--- src/rtl/dualmem_port_ctrl_if.sv ---
// Bus bundle for dualmem_port_ctrl: the request/response stream plus the RAM port.
//   master : requester side (drives req_*, rsp_ready) and RAM side (drives ram_rddata)
//   slave  : the controller (accepts requests, returns responses, drives the RAM port)
interface dualmem_port_ctrl_if #(
  parameter int unsigned ADDR_WIDTH = 11,
  parameter int unsigned DATA_BYTES = 8,
  parameter int unsigned LEN_WIDTH  = 4
);
  localparam int unsigned DataWidth = 8 * DATA_BYTES;

  // Request stream
  logic                  req_valid;
  logic                  req_ready;
  logic                  req_write;
  logic [DATA_BYTES-1:0] req_be;
  logic [ADDR_WIDTH-1:0] req_addr;
  logic [LEN_WIDTH-1:0]  req_len;
  logic [DataWidth-1:0]  req_wdata;
  // Response stream
  logic                  rsp_valid;
  logic                  rsp_ready;
  logic                  rsp_write;
  logic                  rsp_last;
  logic [DataWidth-1:0]  rsp_rdata;
  // RAM port
  logic                  ram_en;
  logic [DATA_BYTES-1:0] ram_we;
  logic [ADDR_WIDTH-1:0] ram_addr;
  logic [DataWidth-1:0]  ram_wrdata;
  logic [DataWidth-1:0]  ram_rddata;

  modport master (
    output req_valid, req_write, req_be, req_addr, req_len, req_wdata, rsp_ready, ram_rddata,
    input  req_ready, rsp_valid, rsp_write, rsp_last, rsp_rdata,
           ram_en, ram_we, ram_addr, ram_wrdata
  );

  modport slave (
    input  req_valid, req_write, req_be, req_addr, req_len, req_wdata, rsp_ready, ram_rddata,
    output req_ready, rsp_valid, rsp_write, rsp_last, rsp_rdata,
           ram_en, ram_we, ram_addr, ram_wrdata
  );
endinterface

--- src/rtl/dualmem_port_ctrl.sv ---
// Port initiator for one port of the 2048x64 byte-writable dual-port RAM.
// Turns single-beat masked writes and incrementing read bursts into RAM cycles, and
// absorbs the RAM's 1-cycle read latency in a 2-entry response FIFO.
// Ports:
//   i_clk   : clock (RAM port clock is the same clock)
//   i_rstn  : synchronous active-low reset
//   io_bus  : request/response stream and RAM port (slave view of dualmem_port_ctrl_if)
module dualmem_port_ctrl #(
  parameter int unsigned ADDR_WIDTH = 11,
  parameter int unsigned DATA_BYTES = 8,
  parameter int unsigned LEN_WIDTH  = 4
) (
  input  logic               i_clk,
  input  logic               i_rstn,
  dualmem_port_ctrl_if.slave io_bus
);
  localparam int unsigned DataWidth = 8 * DATA_BYTES;

  typedef enum logic [0:0] {StIdle, StBurst} state_e;

  state_e                r_state, w_state_d;
  logic                  r_infl, r_infl_last;
  logic [ADDR_WIDTH-1:0] r_addr, w_addr_d;
  logic [LEN_WIDTH-1:0]  r_cnt, w_cnt_d;

  // Response FIFO storage; head selected by r_rd_ptr
  logic [DataWidth-1:0]  r_buf_data [2];
  logic [1:0]            r_buf_write, r_buf_last;
  logic                  r_wr_ptr, r_rd_ptr;
  logic [1:0]            r_occ;

  logic                  w_pop, w_credit, w_issue_rd, w_issue_last, w_push_wr, w_slot_b;
  logic [2:0]            w_pending, w_occ_nxt;

  logic                  w_req_ready, w_ram_en;
  logic [DATA_BYTES-1:0] w_ram_we;
  logic [ADDR_WIDTH-1:0] w_ram_addr;
  logic [DataWidth-1:0]  w_ram_wrdata;

  assign io_bus.rsp_valid  = (r_occ != 2'd0);
  assign io_bus.rsp_write  = r_buf_write[r_rd_ptr];
  assign io_bus.rsp_last   = r_buf_last[r_rd_ptr];
  assign io_bus.rsp_rdata  = r_buf_data[r_rd_ptr];
  assign io_bus.req_ready  = w_req_ready;
  assign io_bus.ram_en     = w_ram_en;
  assign io_bus.ram_we     = w_ram_we;
  assign io_bus.ram_addr   = w_ram_addr;
  assign io_bus.ram_wrdata = w_ram_wrdata;

  assign w_pop     = io_bus.rsp_valid & io_bus.rsp_ready;
  // Slots already committed: buffered entries plus the read returning this cycle
  assign w_pending = {1'b0, r_occ} + {2'b00, r_infl};
  assign w_credit  = w_pending < (3'd2 + {2'b00, w_pop});
  // A write ack accepted alongside returning read data lands behind it
  assign w_slot_b  = r_wr_ptr ^ r_infl;
  assign w_occ_nxt = w_pending + {2'b00, w_push_wr} - {2'b00, w_pop};

  always_comb begin
    w_state_d    = r_state;
    w_addr_d     = r_addr;
    w_cnt_d      = r_cnt;
    w_req_ready  = 1'b0;
    w_ram_en     = 1'b0;
    w_ram_we     = '0;
    w_ram_addr   = '0;
    w_ram_wrdata = '0;
    w_issue_rd   = 1'b0;
    w_issue_last = 1'b0;
    w_push_wr    = 1'b0;
    // Outputs stay quiet while reset is held
    if (i_rstn) begin
      unique case (r_state)
        StIdle: begin
          w_req_ready = w_credit;
          if (io_bus.req_valid && w_credit) begin
            w_ram_en   = 1'b1;
            w_ram_addr = io_bus.req_addr;
            if (io_bus.req_write) begin
              w_ram_we     = io_bus.req_be;
              w_ram_wrdata = io_bus.req_wdata;
              w_push_wr    = 1'b1;
            end else begin
              w_issue_rd   = 1'b1;
              w_issue_last = (io_bus.req_len == '0);
              w_addr_d     = io_bus.req_addr + 1'b1;
              w_cnt_d      = io_bus.req_len;
              if (io_bus.req_len != '0) w_state_d = StBurst;
            end
          end
        end
        StBurst: begin
          if (w_credit) begin
            w_ram_en     = 1'b1;
            w_ram_addr   = r_addr;
            w_issue_rd   = 1'b1;
            w_issue_last = (r_cnt == LEN_WIDTH'(1));
            w_addr_d     = r_addr + 1'b1;
            w_cnt_d      = r_cnt - 1'b1;
            if (r_cnt == LEN_WIDTH'(1)) w_state_d = StIdle;
          end
        end
        default: w_state_d = StIdle;
      endcase
    end
  end

  always_ff @(posedge i_clk) begin
    if (!i_rstn) begin
      r_state       <= StIdle;
      r_infl        <= 1'b0;
      r_infl_last   <= 1'b0;
      r_addr        <= '0;
      r_cnt         <= '0;
      r_buf_data[0] <= '0;
      r_buf_data[1] <= '0;
      r_buf_write   <= '0;
      r_buf_last    <= '0;
      r_wr_ptr      <= 1'b0;
      r_rd_ptr      <= 1'b0;
      r_occ         <= 2'd0;
    end else begin
      assert (w_occ_nxt <= 3'd2);
      r_state     <= w_state_d;
      r_addr      <= w_addr_d;
      r_cnt       <= w_cnt_d;
      r_infl      <= w_issue_rd;
      r_infl_last <= w_issue_last;
      if (r_infl) begin
        r_buf_data[r_wr_ptr]  <= io_bus.ram_rddata;
        r_buf_write[r_wr_ptr] <= 1'b0;
        r_buf_last[r_wr_ptr]  <= r_infl_last;
      end
      if (w_push_wr) begin
        r_buf_data[w_slot_b]  <= '0;
        r_buf_write[w_slot_b] <= 1'b1;
        r_buf_last[w_slot_b]  <= 1'b1;
      end
      r_wr_ptr <= r_wr_ptr ^ r_infl ^ w_push_wr;
      r_rd_ptr <= r_rd_ptr ^ w_pop;
      r_occ    <= w_occ_nxt[1:0];
    end
  end
endmodule
--- src/flat_wrapper.sv ---
// flat-port wrapper written by rule: the top's interface ports become plain ports
module dualmem_port_ctrl_flat 
#(
  parameter int unsigned ADDR_WIDTH = 11,
  parameter int unsigned DATA_BYTES = 8,
  parameter int unsigned LEN_WIDTH  = 4
)
  (i_clk, i_rstn, io_bus_req_valid, io_bus_req_write, io_bus_req_be, io_bus_req_addr, io_bus_req_len, io_bus_req_wdata, io_bus_rsp_ready, io_bus_ram_rddata, io_bus_req_ready, io_bus_rsp_valid, io_bus_rsp_write, io_bus_rsp_last, io_bus_rsp_rdata, io_bus_ram_en, io_bus_ram_we, io_bus_ram_addr, io_bus_ram_wrdata);
  dualmem_port_ctrl_if #(.ADDR_WIDTH(ADDR_WIDTH), .DATA_BYTES(DATA_BYTES), .LEN_WIDTH(LEN_WIDTH)) io_bus_i ();
  input  logic i_clk;
  input  logic i_rstn;
  input wire logic [$bits(io_bus_i.req_valid)-1:0] io_bus_req_valid;
  input wire logic [$bits(io_bus_i.req_write)-1:0] io_bus_req_write;
  input wire logic [$bits(io_bus_i.req_be)-1:0] io_bus_req_be;
  input wire logic [$bits(io_bus_i.req_addr)-1:0] io_bus_req_addr;
  input wire logic [$bits(io_bus_i.req_len)-1:0] io_bus_req_len;
  input wire logic [$bits(io_bus_i.req_wdata)-1:0] io_bus_req_wdata;
  input wire logic [$bits(io_bus_i.rsp_ready)-1:0] io_bus_rsp_ready;
  input wire logic [$bits(io_bus_i.ram_rddata)-1:0] io_bus_ram_rddata;
  output wire logic [$bits(io_bus_i.req_ready)-1:0] io_bus_req_ready;
  output wire logic [$bits(io_bus_i.rsp_valid)-1:0] io_bus_rsp_valid;
  output wire logic [$bits(io_bus_i.rsp_write)-1:0] io_bus_rsp_write;
  output wire logic [$bits(io_bus_i.rsp_last)-1:0] io_bus_rsp_last;
  output wire logic [$bits(io_bus_i.rsp_rdata)-1:0] io_bus_rsp_rdata;
  output wire logic [$bits(io_bus_i.ram_en)-1:0] io_bus_ram_en;
  output wire logic [$bits(io_bus_i.ram_we)-1:0] io_bus_ram_we;
  output wire logic [$bits(io_bus_i.ram_addr)-1:0] io_bus_ram_addr;
  output wire logic [$bits(io_bus_i.ram_wrdata)-1:0] io_bus_ram_wrdata;
  assign io_bus_i.req_valid = io_bus_req_valid;
  assign io_bus_i.req_write = io_bus_req_write;
  assign io_bus_i.req_be = io_bus_req_be;
  assign io_bus_i.req_addr = io_bus_req_addr;
  assign io_bus_i.req_len = io_bus_req_len;
  assign io_bus_i.req_wdata = io_bus_req_wdata;
  assign io_bus_i.rsp_ready = io_bus_rsp_ready;
  assign io_bus_i.ram_rddata = io_bus_ram_rddata;
  assign io_bus_req_ready = io_bus_i.req_ready;
  assign io_bus_rsp_valid = io_bus_i.rsp_valid;
  assign io_bus_rsp_write = io_bus_i.rsp_write;
  assign io_bus_rsp_last = io_bus_i.rsp_last;
  assign io_bus_rsp_rdata = io_bus_i.rsp_rdata;
  assign io_bus_ram_en = io_bus_i.ram_en;
  assign io_bus_ram_we = io_bus_i.ram_we;
  assign io_bus_ram_addr = io_bus_i.ram_addr;
  assign io_bus_ram_wrdata = io_bus_i.ram_wrdata;
  dualmem_port_ctrl #(.ADDR_WIDTH(ADDR_WIDTH), .DATA_BYTES(DATA_BYTES), .LEN_WIDTH(LEN_WIDTH)) u_core (.i_clk(i_clk), .i_rstn(i_rstn), .io_bus(io_bus_i));
endmodule
--- config.mk ---
export PLATFORM = sky130hd
export DESIGN_NAME = dualmem_port_ctrl_flat
export DESIGN_NICKNAME = d
export VERILOG_FILES = /design/src/rtl/dualmem_port_ctrl_if.sv /design/src/rtl/dualmem_port_ctrl.sv /design/src/flat_wrapper.sv
export SDC_FILE = /design/constraint.sdc
export NUM_CORES = 1
export LEC_CHECK = 0
export ABC_CLOCK_PERIOD_IN_PS = 2600
export CORE_MARGIN = 2
export CORE_UTILIZATION = 43
export DETAILED_ROUTE_END_ITERATION = 8
export PLACE_DENSITY = 0.81
export SYNTH_ARGS = -nofsm -noshare
export SYNTH_HDL_FRONTEND = slang
export SYNTH_SLANG_ARGS = --single-unit
--- constraint.sdc ---
create_clock -name i_clk -period 2.6 [get_ports i_clk]
set_clock_uncertainty 0.05 [all_clocks]
set_input_delay 0.39 -clock i_clk [delete_from_list [all_inputs] [get_ports i_clk]]
set_output_delay 0.39 -clock i_clk [all_outputs]
set_load 0.03 [all_outputs]
Yosys cells after proc, flatten, opt, wreduce, memory -nomap -nowiden
Memory sizes are Yosys's and may differ from the RTL's. A register that Yosys moved wholly into a read port is not among the register bits.
Index checks and enable logic that the tools add are counted.
{"block": "totals", "output_inout_bits": 152, "word_cells": 118, "reg_bits": 26, "n_memories": 1, "in_bits": 156, "mem_bits_rw": 128}
{"block": "classes", "n_reduce_logical": 9, "n_eq_ne": 4, "order_cmp": 6, "n_mux": 72, "bitwise": 9, "add_sub_neg": 7}
{"memory": "u_core.r_buf_data", "words": 2, "width": 64, "rd": 1, "rd_clocked_by_memory_dff": 1, "write_ports": 2, "line_no": "dualmem_port_ctrl.sv:27", "source": "logic [DataWidth-1:0] r_buf_data [2];"}
{"operator": "$mux 64", "count": 6}
{"operator": "$reduce_or 64->1", "count": 2}
{"operator": "$mux 11", "count": 6}
{"operator": "$pmux 11 s2", "count": 2}
{"operator": "$mux 1", "count": 37}
{"operator": "$mux 8", "count": 4}
{"operator": "$add 11x1->11 const B", "count": 2}
{"operator": "$mux 2", "count": 6}
{"operator": "$mux 4", "count": 3}
{"operator": "$pmux 1 s2", "count": 4}
{"operator": "$pmux 4 s2", "count": 1}
{"operator": "$lt 1x2->1 const B", "count": 3}
{"operator": "$eq 4x1->1 const B", "count": 1}
{"operator": "$logic_not 4->1", "count": 1}
{"operator": "$ne 2x2->1 const B", "count": 2}
{"operator": "$or 2x2->2", "count": 2}
{"operator": "$reduce_bool 4->1", "count": 1}
{"operator": "$sub 4x1->4 const B", "count": 1}
{"operator": "$add 2x1->3", "count": 1}
{"operator": "$add 2x1->3 const A", "count": 1}
{"operator": "$logic_and 1x1->1", "count": 3}
{"operator": "$lt 3x3->1", "count": 1}
{"operator": "$reduce_and 3->1", "count": 1}
{"operator": "$xor 1x1->1", "count": 3}
{"operator": "other kinds (11)", "count": 13}

Longest topological paths before layout
Gate-level depths: netlist of the first run.
{"block": "depth", "depth_word": 13, "ltp_mapped": 11, "mapped_depth_nobuf": 11}

Least setup slack after synthesis of the first run
OpenSTA, ideal clock, no wires.
{"block": "synth_timing", "path_type": "register to output", "start": "register u_core.r_occ[0]", "end": "output port io_bus_ram_addr[0]", "path_slack_ps": 174, "arrival_time_ps": 1986, "n_path_buf": 0, "stages_incl_launch_ff": 7, "required_ps": 2160, "cell_sequence": "dfxtp_1 ha_1 ha_1 o21a_4 nor2_1 nand2_1 nor3_1"}
{"block": "synth_between", "elab_chain_cells": 8, "word_cells_on_any_way": 10, "cone_classes": "add/sub (2); order compare (1); mux (4); bitwise (1); reduce/logical (2)"}
{"element": "start: declaration", "line_no": "dualmem_port_ctrl.sv:30", "source": "logic [1:0] r_occ;"}
{"element": "start signal: assignment", "line_no": "dualmem_port_ctrl.sv:140", "source": "r_occ <= w_occ_nxt[1:0];"}
{"element": "$reduce_bool 2->1", "line_no": "dualmem_port_ctrl.sv:40", "source": "assign io_bus.rsp_valid = (r_occ != 2'd0);"}
{"element": "$and 1x1->1", "line_no": "dualmem_port_ctrl.sv:50", "source": "assign w_pop = io_bus.rsp_valid & io_bus.rsp_ready;"}
{"element": "$add 2x1->3", "line_no": "dualmem_port_ctrl.sv:53", "source": "assign w_credit = w_pending < (3'd2 + {2'b00, w_pop});"}
{"element": "$lt 3x3->1 (*)", "line_no": "dualmem_port_ctrl.sv:53"}
{"element": "$logic_and 1x1->1", "line_no": "dualmem_port_ctrl.sv:75", "source": "if (io_bus.req_valid && w_credit) begin"}
{"element": "$mux 11", "line_no": "dualmem_port_ctrl.sv:75"}
{"element": "$pmux 11 s2 (*)", "line_no": "dualmem_port_ctrl.sv:72", "source": "unique case (r_state)"}
{"element": "$mux 11 (*)", "line_no": "dualmem_port_ctrl.sv:71", "source": "if (i_rstn) begin"}
{"element": "end: declaration", "line_no": "flat_wrapper.sv:27", "source": "output wire logic [$bits(io_bus_i.ram_addr)-1:0] io_bus_ram_addr;"}
Every way passes the cells marked *; elsewhere a longest branch is shown, timed or not.

Worst setup path in the final report of the first run
{"block": "layout_timing", "start": "register u_core.r_occ[0]", "end": "output port io_bus_ram_wrdata[17]"}
{"block": "layout_between", "elab_chain_cells": 8, "word_cells_on_any_way": 9, "cone_classes": "add/sub (2); order compare (1); mux (3); bitwise (1); reduce/logical (2)"}
{"element": "$reduce_bool 2->1", "line_no": "dualmem_port_ctrl.sv:40"}
{"element": "$and 1x1->1", "line_no": "dualmem_port_ctrl.sv:50"}
{"element": "$add 2x1->3", "line_no": "dualmem_port_ctrl.sv:53"}
{"element": "$lt 3x3->1 (*)", "line_no": "dualmem_port_ctrl.sv:53"}
{"element": "$logic_and 1x1->1 (*)", "line_no": "dualmem_port_ctrl.sv:75"}
{"element": "$mux 64 (*)", "line_no": "dualmem_port_ctrl.sv:75"}
{"element": "$mux 64 (*)", "line_no": "dualmem_port_ctrl.sv:72"}
{"element": "$mux 64 (*)", "line_no": "dualmem_port_ctrl.sv:71"}
{"element": "end: declaration", "line_no": "flat_wrapper.sv:28", "source": "output wire logic [$bits(io_bus_i.ram_wrdata)-1:0] io_bus_ram_wrdata;"}
Marked as above.

==> flow_metrics.env, run 1 <==
export IMPL_synth_simple_area_share_pct=20.12
export IMPL_nets=1287
export IMPL_syn_area_sq_um=7352
export IMPL_setup_violations_final=0
export IMPL_die_area_sq_um=18160
export IMPL_critPathLaunchType="register"
export IMPL_ys_top_cells_by_count="dfxtp_1 (155), nor2_1 (151), a22oi_1 (130)"
export IMPL_p_leak_nw=4.740
export IMPL_crit_slowest_cell="dfxtp_2"
export IMPL_status="complete, no violations"
export IMPL_fp_coreArea_sq_um=16640
export IMPL_crit_arrival_ps=2100
export IMPL_hold_buffers=0
export IMPL_gp_congestion=0.8841
export IMPL_p_per_area_nw_per_um2=678.5
export IMPL_grtUsageTotal_pct=24.77
export IMPL_synth_mux_area_fraction_pct=10.52
export IMPL_hpwl_microns=15540
export IMPL_fin_util_pct=69.38
export IMPL_fin_cells=1357
export IMPL_row_count=47
export IMPL_start_util_pct=44.18
export IMPL_ir_worst_vdd_uv=586.4
export IMPL_fmax_mhz=394.1
export IMPL_path_buf_inv=3
export IMPL_cp_max_fo=18
export IMPL_sequentialPowerShare_pct=34.8
export IMPL_synth_ff_type="dfxtp_1"
export IMPL_insertion_delay_ps=410
export IMPL_power_internal_w=0.005394
export IMPL_yosysWarnings=0
export IMPL_drt_initial_drc_count=511
export IMPL_via_per_inst=5.349
export IMPL_worst_pin_slew_ps=583.0
export IMPL_routed_wl_microns=24190
export IMPL_switchingPower_w=0.002441
export IMPL_grt_remaining_overflow=0
export IMPL_synth_distinct_cells=59
export IMPL_crit_family="buffers and inverters"
export IMPL_routedWlPerCell_microns=17.83
export IMPL_p_comb_share_pct=32.2
export IMPL_finalHoldViolCount=0
export IMPL_post_route_drc_count=0
export IMPL_synth_compound_area_share_pct=19.20
export IMPL_hold_path_class="reg2reg"
export IMPL_clkPwrFrac_pct=32.9
export IMPL_critPathMaxStageDelay_ps=340
export IMPL_whs_ps=426.2
export IMPL_post_route_period_util_pct=97.59
export IMPL_antenna_found_initial=0
export IMPL_critPathKind="reg2out"
export IMPL_synth_fa_ha_area_share_pct=1.464
export IMPL_syn_inst=824
export IMPL_h_tree_depth=4
export IMPL_first_pass_iters=6
export IMPL_p_sw_share_pct=31.15
export IMPL_grt_max_degree=66
export IMPL_cp_end_kind="output port"
export IMPL_syn_num_nets=987
export IMPL_cts_tree="built"
export IMPL_dp_cells=1314
export IMPL_cts_num_sinks=155
export IMPL_drv_slew=0
export IMPL_drv_cap=0
export IMPL_avgSynthCellArea_sq_um=8.922
export IMPL_io_buffers=307
export IMPL_synth_seq_area_share_pct=42.21
export IMPL_path_cells="ha_4, ha_4, o21a_4, nor3_4, buf_6, buf_12, and2_1, buf_6"
export IMPL_crit_required_ps=2160
export IMPL_grt_pass1_vias=6848
export IMPL_fp_dieW_microns=134.8
export IMPL_yosys_register_bits=155
export IMPL_synth_top_family_by_area="simple AND/OR/NAND/NOR gates"
export IMPL_syn2layout_area_growth_pct=57.05
export IMPL_synth_largest_area_cell="dfxtp_1"
export IMPL_layout_min_cycle_time_ps=2537
export IMPL_synthMostInstantiatedCell="dfxtp_1"
export IMPL_synth_top_cell_area_share_pct=42.21
export IMPL_post_route_cells_drive_above_1_share_pct=21.81
export IMPL_die_height_microns=134.8
export IMPL_synth_edf_count=0
export IMPL_synth_xor_area_share_pct=0.7148
export IMPL_grt_first_pass_wirelength_microns=36010
export IMPL_dr_total_vias=7258
export IMPL_cts_buffers=17
export IMPL_path_clk_slew_ps=60
export IMPL_num_io_pins=308
export IMPL_cts_max_path_buffers=2
export IMPL_slew_headroom_pct=60.59
export IMPL_synthArstFlopShare_pct=0
export IMPL_synth_area_leaders="dfxtp_1 (42%), a22oi_1 (13%), mux2_2 (10%), nor2_1 (7.7%), and2_1 (6.6%)"
export IMPL_diodes=0
export IMPL_cts_root_buf="clkbuf_16"
export IMPL_ant_nets=0
state kept, by name, indices dropped and copies added, names as in the netlist, named ones only:
name                flops
u_core.r_state          1
u_core.r_cnt            4
u_core.r_buf_data     128
u_core.r_infl           1
u_core.r_infl_last      1
u_core.r_rd_ptr         1
u_core.r_buf_write      2
u_core.r_buf_last       2
u_core.r_addr          11
u_core.r_wr_ptr         1
u_core.r_occ            2
cells in the final DEF, fill, tap and decap left out, types with 4 or more instances in the layout:
| cell | count |
|---|---|
| clkdlybuf4s50_1 | 221 |
| dfxtp_1 | 152 |
| nor2_1 | 151 |
| a22oi_1 | 130 |
| and2_1 | 70 |
| mux2_2 | 66 |
| buf_6 | 59 |
| buf_4 | 55 |
| nand2_1 | 35 |
| a21oi_1 | 21 |
| clkbuf_16 | 20 |
| o21ai_0 | 12 |
| inv_1 | 11 |
| nand3_1 | 11 |
| buf_12 | 7 |
| nor2b_1 | 6 |
| and2_4 | 6 |
| ha_1 | 5 |
| a211oi_1 | 4 |
| nand4_1 | 4 |
| xnor2_1 | 4 |
| a31oi_1 | 4 |
| bufinv_16 | 4 |
through the flow:
stage                     setup TNS [ps]  setup slack [ps]  total power, W  cell area (sq um)
final                                  0             62.58        0.007834              11550
after global routing              -41.09            -18.14        0.008162              11550
after CTS                              0             10.70        0.007763              11260
after detailed placement               0             61.05        0.005123              10480
after global placement                 0             94.85        0.005098              10480
after floorplan                        0             173.7        0.004164               7352
timing repair:
item | 4_1_cts | 5_1_grt
resized for setup | 23 | 50
cloned | 2 | 4
buffers inserted | 3 | 2
pin swaps | 1 | 1
setup endpoints to repair | 83 | 70
hold endpoints to repair | 0 | 0
area by class of cell:
class | instances | area [sq um]
Clock inverter | 11 | 166.4
Clock buffer | 21 | 450.4
Inverter | 13 | 48.80
Fill cell | 1291 | 5096
Tap cell | 220 | 275.3
Multi-Input combinational cell | 588 | 3902
Timing Repair Buffer | 349 | 3596
Sequential cell | 155 | 3107
power by group through the flow:
stage	sequential [W]	clock, W	combinational, W
after floorplan	0.00272	0	0.00144
after global placement	0.00275	0	0.00235
after detailed placement	0.00276	0	0.00236
after CTS	0.00272	0.00262	0.00242
after global routing	0.00275	0.00272	0.00268
final	0.00273	0.00258	0.00252
path summary, 6_finish.rpt:
kind	start	end	slack, ps	depth (start not counted)
setup / recovery	u_core.r_occ[0]$_SDFF_PN0_	io_bus_ram_wrdata[17]	60	8
hold / removal	u_core.r_buf_write[1]$_SDFF_PN0_	u_core.r_buf_write[1]$_SDFF_PN0_	430	1
setup reg to reg	u_core.r_occ[0]$_SDFF_PN0_	u_core.r_occ[1]$_SDFF_PN0_	210	13
hold reg to reg	u_core.r_buf_write[1]$_SDFF_PN0_	u_core.r_buf_write[1]$_SDFF_PN0_	430	1
cells by family after synthesis:
kind of cell,Yosys count
buffers and inverters,81
AO/OA/AOI/OAI,195
flip-flops,155
XOR/XNOR,6
multiplexers,69
AND/OR/NAND/NOR,309
adder cells (fa/ha/maj),9
layer usage:
metal	wire (microns)	part of all wire, %	GRT usage [%]
met2	11960	49	42.67
met1	10430	43	31.49
met4	335	1.4	6.023
met5	0	0	0
met3	1467	6.1	5.593
(Power assumes the default switching activity.)
==> inputs of run 2 (changes only) <==
--- a/config.mk
+++ b/config.mk
@@ -6,10 +6,12 @@
 export NUM_CORES = 1
 export LEC_CHECK = 0
 export ABC_CLOCK_PERIOD_IN_PS = 2600
+export CAP_MARGIN = 20
 export CORE_MARGIN = 2
-export CORE_UTILIZATION = 43
+export CORE_UTILIZATION = 44
+export CTS_BUF_LIST = sky130_fd_sc_hd__clkbuf_4 sky130_fd_sc_hd__clkbuf_8
 export DETAILED_ROUTE_END_ITERATION = 8
-export PLACE_DENSITY = 0.81
+export PLACE_DENSITY = 0.8
 export SYNTH_ARGS = -nofsm -noshare
 export SYNTH_HDL_FRONTEND = slang
 export SYNTH_SLANG_ARGS = --single-unit
==> run 2 against run 1 <==
- the run now ends with negative setup slack left
- utilization rose by 1.8 points
- via count rose by 2.7%
- routed wire length rose by 8.8%
==> flow_metrics.env, run 2 (synthesis results as in run 1) <==
export IMPL_post_route_cells_drive_above_1_share_pct=27.73
export IMPL_syn2layout_area_growth_pct=59.43
export IMPL_rsz0062_at_grt="yes"
export IMPL_r2r_cells=13
export IMPL_fp_coreArea_sq_um=16470
export IMPL_nets=1294
export IMPL_p_leak_nw=5.047
export IMPL_fmax_mhz=380.0
export IMPL_post_route_period_util_pct=101.2
export IMPL_cts_tree="built"
export IMPL_layout_common_cells="clkdlybuf4s50_1 (180), dfxtp_1 (152), nor2_1 (150), a22oi_1 (130), mux2_2 (66)"
export IMPL_path_clk_slew_ps=80
export IMPL_status="finished with violations"
export IMPL_layout_min_cycle_time_ps=2631
export IMPL_reg_top3="u_core.r_buf_data x128, u_core.r_addr x11, u_core.r_cnt x4"
export IMPL_drt_initial_drc_count=656
export IMPL_cts_root_buf="clkbuf_8"
export IMPL_whs_ps=432.2
export IMPL_dr_total_vias=7454
export IMPL_h_tree_depth=4
export IMPL_grtUsageTotal_pct=27.00
export IMPL_die_height_microns=133.3
export IMPL_critPathLaunchType="register"
export IMPL_row_count=47
export IMPL_setup_violations_final=54
export IMPL_critPathKind="reg2out"
export IMPL_largest_reg_flops=128
export IMPL_grt_pass1_vias=6962
export IMPL_cp_max_fo=6
export IMPL_crit_arrival_ps=2190
export IMPL_finalPower_w=0.007161
export IMPL_reg2reg_from="u_core.r_occ[0]$_SDFF_PN0_"
export IMPL_hold_depth=2
export IMPL_insertion_delay_ps=440
export IMPL_io_buffers=307
export IMPL_cts_buffers=17
export IMPL_fin_util_pct=71.19
export IMPL_top_register="u_core.r_buf_data"
export IMPL_diodes=0
export IMPL_routed_wl_microns=26310
export IMPL_die_area_sq_um=17760
export IMPL_nFillCells=1270
export IMPL_worstHoldStart="u_core.r_cnt[3]$_SDFFE_PN0P_"
export IMPL_ir_worst_vdd_uv=483.8
export IMPL_whs_endpoint="u_core.r_cnt[3]$_SDFFE_PN0P_"
export IMPL_first_pass_iters=5
export IMPL_fp_dieW_microns=133.3
export IMPL_post_route_drc_count=0
export IMPL_layout_setup_ws_ps=-31.29
export IMPL_grt_remaining_overflow=0
export IMPL_final_common_cell="clkdlybuf4s50_1"
export IMPL_gp_congestion=0.8627
export IMPL_hold_path_class="reg2reg"
export IMPL_slew_headroom_pct=63.50
export IMPL_reg2reg_slack_ps=160
export IMPL_ant_nets=0
export IMPL_p_per_area_nw_per_um2=610.9
export IMPL_antenna_found_initial=3
export IMPL_worst_pin_slew_ps=539.9
export IMPL_r2r_end="u_core.r_occ[1]$_SDFF_PN0_"
export IMPL_drv_slew=0
export IMPL_grt_first_pass_wirelength_microns=38190
export IMPL_cp_end_kind="output port"
export IMPL_num_io_pins=308
export IMPL_hpwl_microns=16960
export IMPL_post_place_ws_ps=6.102
export IMPL_cts_max_path_buffers=2
export IMPL_grt_max_degree=65
export IMPL_crit_required_ps=2160
export IMPL_finalHoldViolCount=0
export IMPL_violations="negative setup slack"
export IMPL_cts_num_sinks=155
export IMPL_via_per_inst=5.469
export IMPL_start_util_pct=44.65
export IMPL_drv_cap=0
export IMPL_routedWlPerCell_microns=19.30
[run 2: changes by cell type in the layout (fill, tap and decap cells not counted), moves of 5 or more]
cell             delta
clkdlybuf4s50_1    -41
clkbuf_16          -16
clkbuf_8           +17
and2_4             +57
dlygate4sd2_1      +38
buf_4              -15
and2_1             -57
buf_12             +16
buf_6               +5
[run 2: layout make-up]
class / count / area, sq um / area share [%]
tap: 220 / 275.3 / 2.348
sequential: 155 / 3109 / 26.53
timing repair buffer: 356 / 3832 / 32.70
clock buffer: 19 / 255.2 / 2.178
clock inverter: 12 / 146.4 / 1.249
inverter: 13 / 48.80 / 0.4163
multi-input combinational: 588 / 4054 / 34.59
[run 2: critical path, cell delays in order, from the launching register on]
cell	delay (ps)
dfxtp_2	340
ha_4	160
ha_4	220
o21a_4	130
nor3_4	240
buf_6	210
clkbuf_16	170
and2_4	140
buf_6	120
[run 2: timing repair]
| action | 4_1_cts | 5_1_grt |
|---|---|---|
| cloned | 2 | 8 |
| resized for setup | 63 | 115 |
| setup buffers | 2 | 4 |
| setup endpoints to repair | 121 | 103 |
| hold buffers | 0 | 0 |
| pin swaps | 1 | 25 |
[run 2: worst max-delay path by stage]
stage	from	end	slack, ps
after floorplan	u_core.r_occ[0]$_SDFF_PN0_	io_bus_ram_addr[0]	170
after global placement	io_bus_req_valid	u_core.r_occ[1]$_SDFF_PN0_	40
after detailed placement	io_bus_rsp_ready	u_core.r_occ[1]$_SDFF_PN0_	6
after CTS	u_core.r_occ[0]$_SDFF_PN0_	io_bus_ram_wrdata[1]	-20
after global routing	u_core.r_occ[0]$_SDFF_PN0_	io_bus_ram_wrdata[18]	-120
final	u_core.r_occ[0]$_SDFF_PN0_	io_bus_ram_wrdata[18]	-30
[run 2: per-stage QoR]
stage / cell area, sq um / instances / TNS, ps
final: 11720 / 1363 / -761.7
after global routing: 11720 / 1363 / -7029
after CTS: 11200 / 1351 / -702.8
after detailed placement: 10690 / 1316 / 0
after global placement: 10690 / 1316 / 0
after floorplan: 7352 / 824 / 0
[run 2: routing by layer]
layer  vias to the layer above  routed length, microns  share of wire [%]  track usage [%]
met5                         -                      44               0.17                0
met4                         6                     378                1.4            7.329
met3                        36                    2084                7.9            6.393
met2                       307                   11910                 45            41.04
met1                      3592                   11890                 45            38.45
li1                       3513                       -                  -                -
[run 2: report_power, final]
| part | switching [W] | internal [W] | leakage [nW] |
|---|---|---|---|
| Combinational | 0.00138 | 0.00120 | 3.59 |
| Clock | 0.000870 | 0.000973 | 0.201 |
| Sequential | 0.000158 | 0.00258 | 1.26 |
| Total | 0.00241 | 0.00476 | 5.05 |
==> inputs of run 3 (changes only) <==
--- a/config.mk
+++ b/config.mk
@@ -5,13 +5,13 @@
 export SDC_FILE = /design/constraint.sdc
 export NUM_CORES = 1
 export LEC_CHECK = 0
-export ABC_CLOCK_PERIOD_IN_PS = 2600
+export ABC_CLOCK_PERIOD_IN_PS = 3100
 export CAP_MARGIN = 20
 export CORE_MARGIN = 2
-export CORE_UTILIZATION = 44
+export CORE_UTILIZATION = 48
 export CTS_BUF_LIST = sky130_fd_sc_hd__clkbuf_4 sky130_fd_sc_hd__clkbuf_8
 export DETAILED_ROUTE_END_ITERATION = 8
-export PLACE_DENSITY = 0.8
+export PLACE_DENSITY = 0.87
 export SYNTH_ARGS = -nofsm -noshare
 export SYNTH_HDL_FRONTEND = slang
 export SYNTH_SLANG_ARGS = --single-unit
==> constraint.sdc (replaced) <==
create_clock -name i_clk -period 3.1 [get_ports i_clk]
set_clock_uncertainty 0.05 [all_clocks]
set_input_delay 0.465 -clock i_clk [delete_from_list [all_inputs] [get_ports i_clk]]
set_output_delay 0.465 -clock i_clk [all_outputs]
set_load 0.03 [all_outputs]
==> run 3 against run 2 <==
- the flow now finishes without violations
- global-route usage increased by 1.4 points
- first-iteration DRC count decreased by 13%
- die area decreased by 8.1%
- total power decreased by 15%
- clock-buffer cell count unchanged
- register-to-register slack improved by 530 ps
- design area decreased by 6.7%
==> flow_metrics.env, run 3 (synthesis results as in run 1) <==
export IMPL_p_leak_nw=4.520
export IMPL_via_per_inst=5.556
export IMPL_status="complete, no violations"
export IMPL_p_per_area_nw_per_um2=559.5
export IMPL_ir_worst_vdd_uv=347.6
export IMPL_layout_min_cycle_time_ps=2873
export IMPL_grt_pass1_vias=6931
export IMPL_layout_setup_ws_ps=227.1
export IMPL_final_common_cell="clkdlybuf4s50_1"
export IMPL_grt_max_degree=73
export IMPL_grtUsageTotal_pct=28.36
export IMPL_h_tree_depth=4
export IMPL_reg_top3="u_core.r_buf_data x128, u_core.r_addr x11, u_core.r_cnt x4"
export IMPL_crit_arrival_ps=2360
export IMPL_gp_congestion=0.8990
export IMPL_crit_family="buffers and inverters"
export IMPL_cts_setup_buffers=0
export IMPL_post_place_ws_ps=281.4
export IMPL_post_route_period_util_pct=92.67
export IMPL_path_clk_slew_ps=90
export IMPL_drv_slew=0
export IMPL_cp_max_fo=25
export IMPL_ff_latch_area_sq_um=3104
export IMPL_cts_buffers=17
export IMPL_row_count=45
export IMPL_worst_pin_slew_ps=621.7
export IMPL_grt_first_pass_wirelength_microns=36550
export IMPL_grt_remaining_overflow=0
export IMPL_ant_nets=0
export IMPL_critPathLaunchType="register"
export IMPL_start_util_pct=48.72
export IMPL_cts_max_path_buffers=2
export IMPL_drt_initial_drc_count=568
export IMPL_post_route_drc_count=0
export IMPL_path_buf_inv=2
export IMPL_io_buffers=307
export IMPL_first_pass_iters=5
export IMPL_fmax_mhz=348.1
export IMPL_critPathKind="reg2out"
export IMPL_rsz0062_at_grt="no"
export IMPL_cts_num_sinks=155
export IMPL_finalHoldViolCount=0
export IMPL_nFillCells=1147
export IMPL_setup_violations_final=0
export IMPL_cts_root_buf="clkbuf_8"
export IMPL_drv_cap=0
export IMPL_multi_input_area_sq_um=3865
export IMPL_dr_total_vias=7250
export IMPL_path_cells="buf_12, mux2_2, clkdlybuf4s50_1"
export IMPL_crit_slowest_cell="dfxtp_2"
export IMPL_fp_coreArea_sq_um=15090
export IMPL_hold_path_class="reg2reg"
export IMPL_top_register="u_core.r_buf_data"
export IMPL_finalPower_w=0.006116
export IMPL_die_height_microns=127.8
export IMPL_antenna_found_initial=2
export IMPL_slew_headroom_pct=57.97
export IMPL_crit_required_ps=2580
export IMPL_largest_reg_flops=128
export IMPL_cts_tree="built"
export IMPL_nets=1267
export IMPL_routedWlPerCell_microns=18.41
export IMPL_routed_wl_microns=24030
export IMPL_syn2layout_area_growth_pct=48.71
export IMPL_diodes=0
export IMPL_die_area_sq_um=16320
export IMPL_cp_end_kind="output port"
export IMPL_num_io_pins=308
export IMPL_fp_dieW_microns=127.8
export IMPL_post_route_cells_drive_above_1_share_pct=19.87
export IMPL_insertion_delay_ps=450
export IMPL_layout_common_cells="clkdlybuf4s50_1 (222), dfxtp_1 (154), nor2_1 (151), a22oi_1 (130), buf_4 (94)"
export IMPL_tns_ps=0
export IMPL_critPathMaxStageDelay_ps=640
export IMPL_hpwl_microns=16680
-- run 3: area by class of cell --
cell class | instances | share of cell area (%)
clock buffer | 19 | 2.335
sequential | 155 | 28.39
multi-input combinational | 588 | 35.35
inverter | 13 | 0.4463
timing repair buffer | 329 | 29.16
tap | 188 | 2.152
clock inverter | 13 | 2.163
-- run 3: worst paths after layout --
kind | from | to | slack, ps | cells past startpoint
setup / recovery | register | io_bus_rsp_rdata[62] | 230 | 3
hold / removal | u_core.r_buf_write[1]$_SDFF_PN0_ | u_core.r_buf_write[1]$_SDFF_PN0_ | 420 | 1
setup reg to reg | u_core.r_occ[0]$_SDFF_PN0_ | u_core.r_occ[1]$_SDFF_PN0_ | 690 | 11
hold reg to reg | u_core.r_buf_write[1]$_SDFF_PN0_ | u_core.r_buf_write[1]$_SDFF_PN0_ | 420 | 1
-- run 3: metrics by stage --
stage          area [sq um]  hold slack [ps]  utilization, %  std cells
2_1_floorplan          7352            384.9               -        824
3_3_place_gp          10440            394.7           69.18       1273
3_5_place_dp          10440            402.7           69.18       1273
4_1_cts               10930            424.1           72.44       1305
5_1_grt               10930            442.1           72.45       1305
6_report              10930            416.3           72.45       1305
-- run 3: what timing repair did --
action	in CTS	in global routing
endpoints found under the setup margin	0	11
gates resized for setup	0	1
hold buffers	0	0
-- run 3: power breakdown --
part	switching, W	internal, W
clock network	0.000778	0.00108
logic	0.00107	0.000885
registers	0.000144	0.00216
total	0.00199	0.00413
-- run 3: per-layer routing --
layer / share of wire, % / up-vias / track usage, %
met5: 0.054 / - / 0
met4: 2.2 / 2 / 8.274
met2: 46 / 279 / 44.29
met3: 6.7 / 37 / 7.179
met1: 45 / 3466 / 38.91
li1: - / 3466 / -
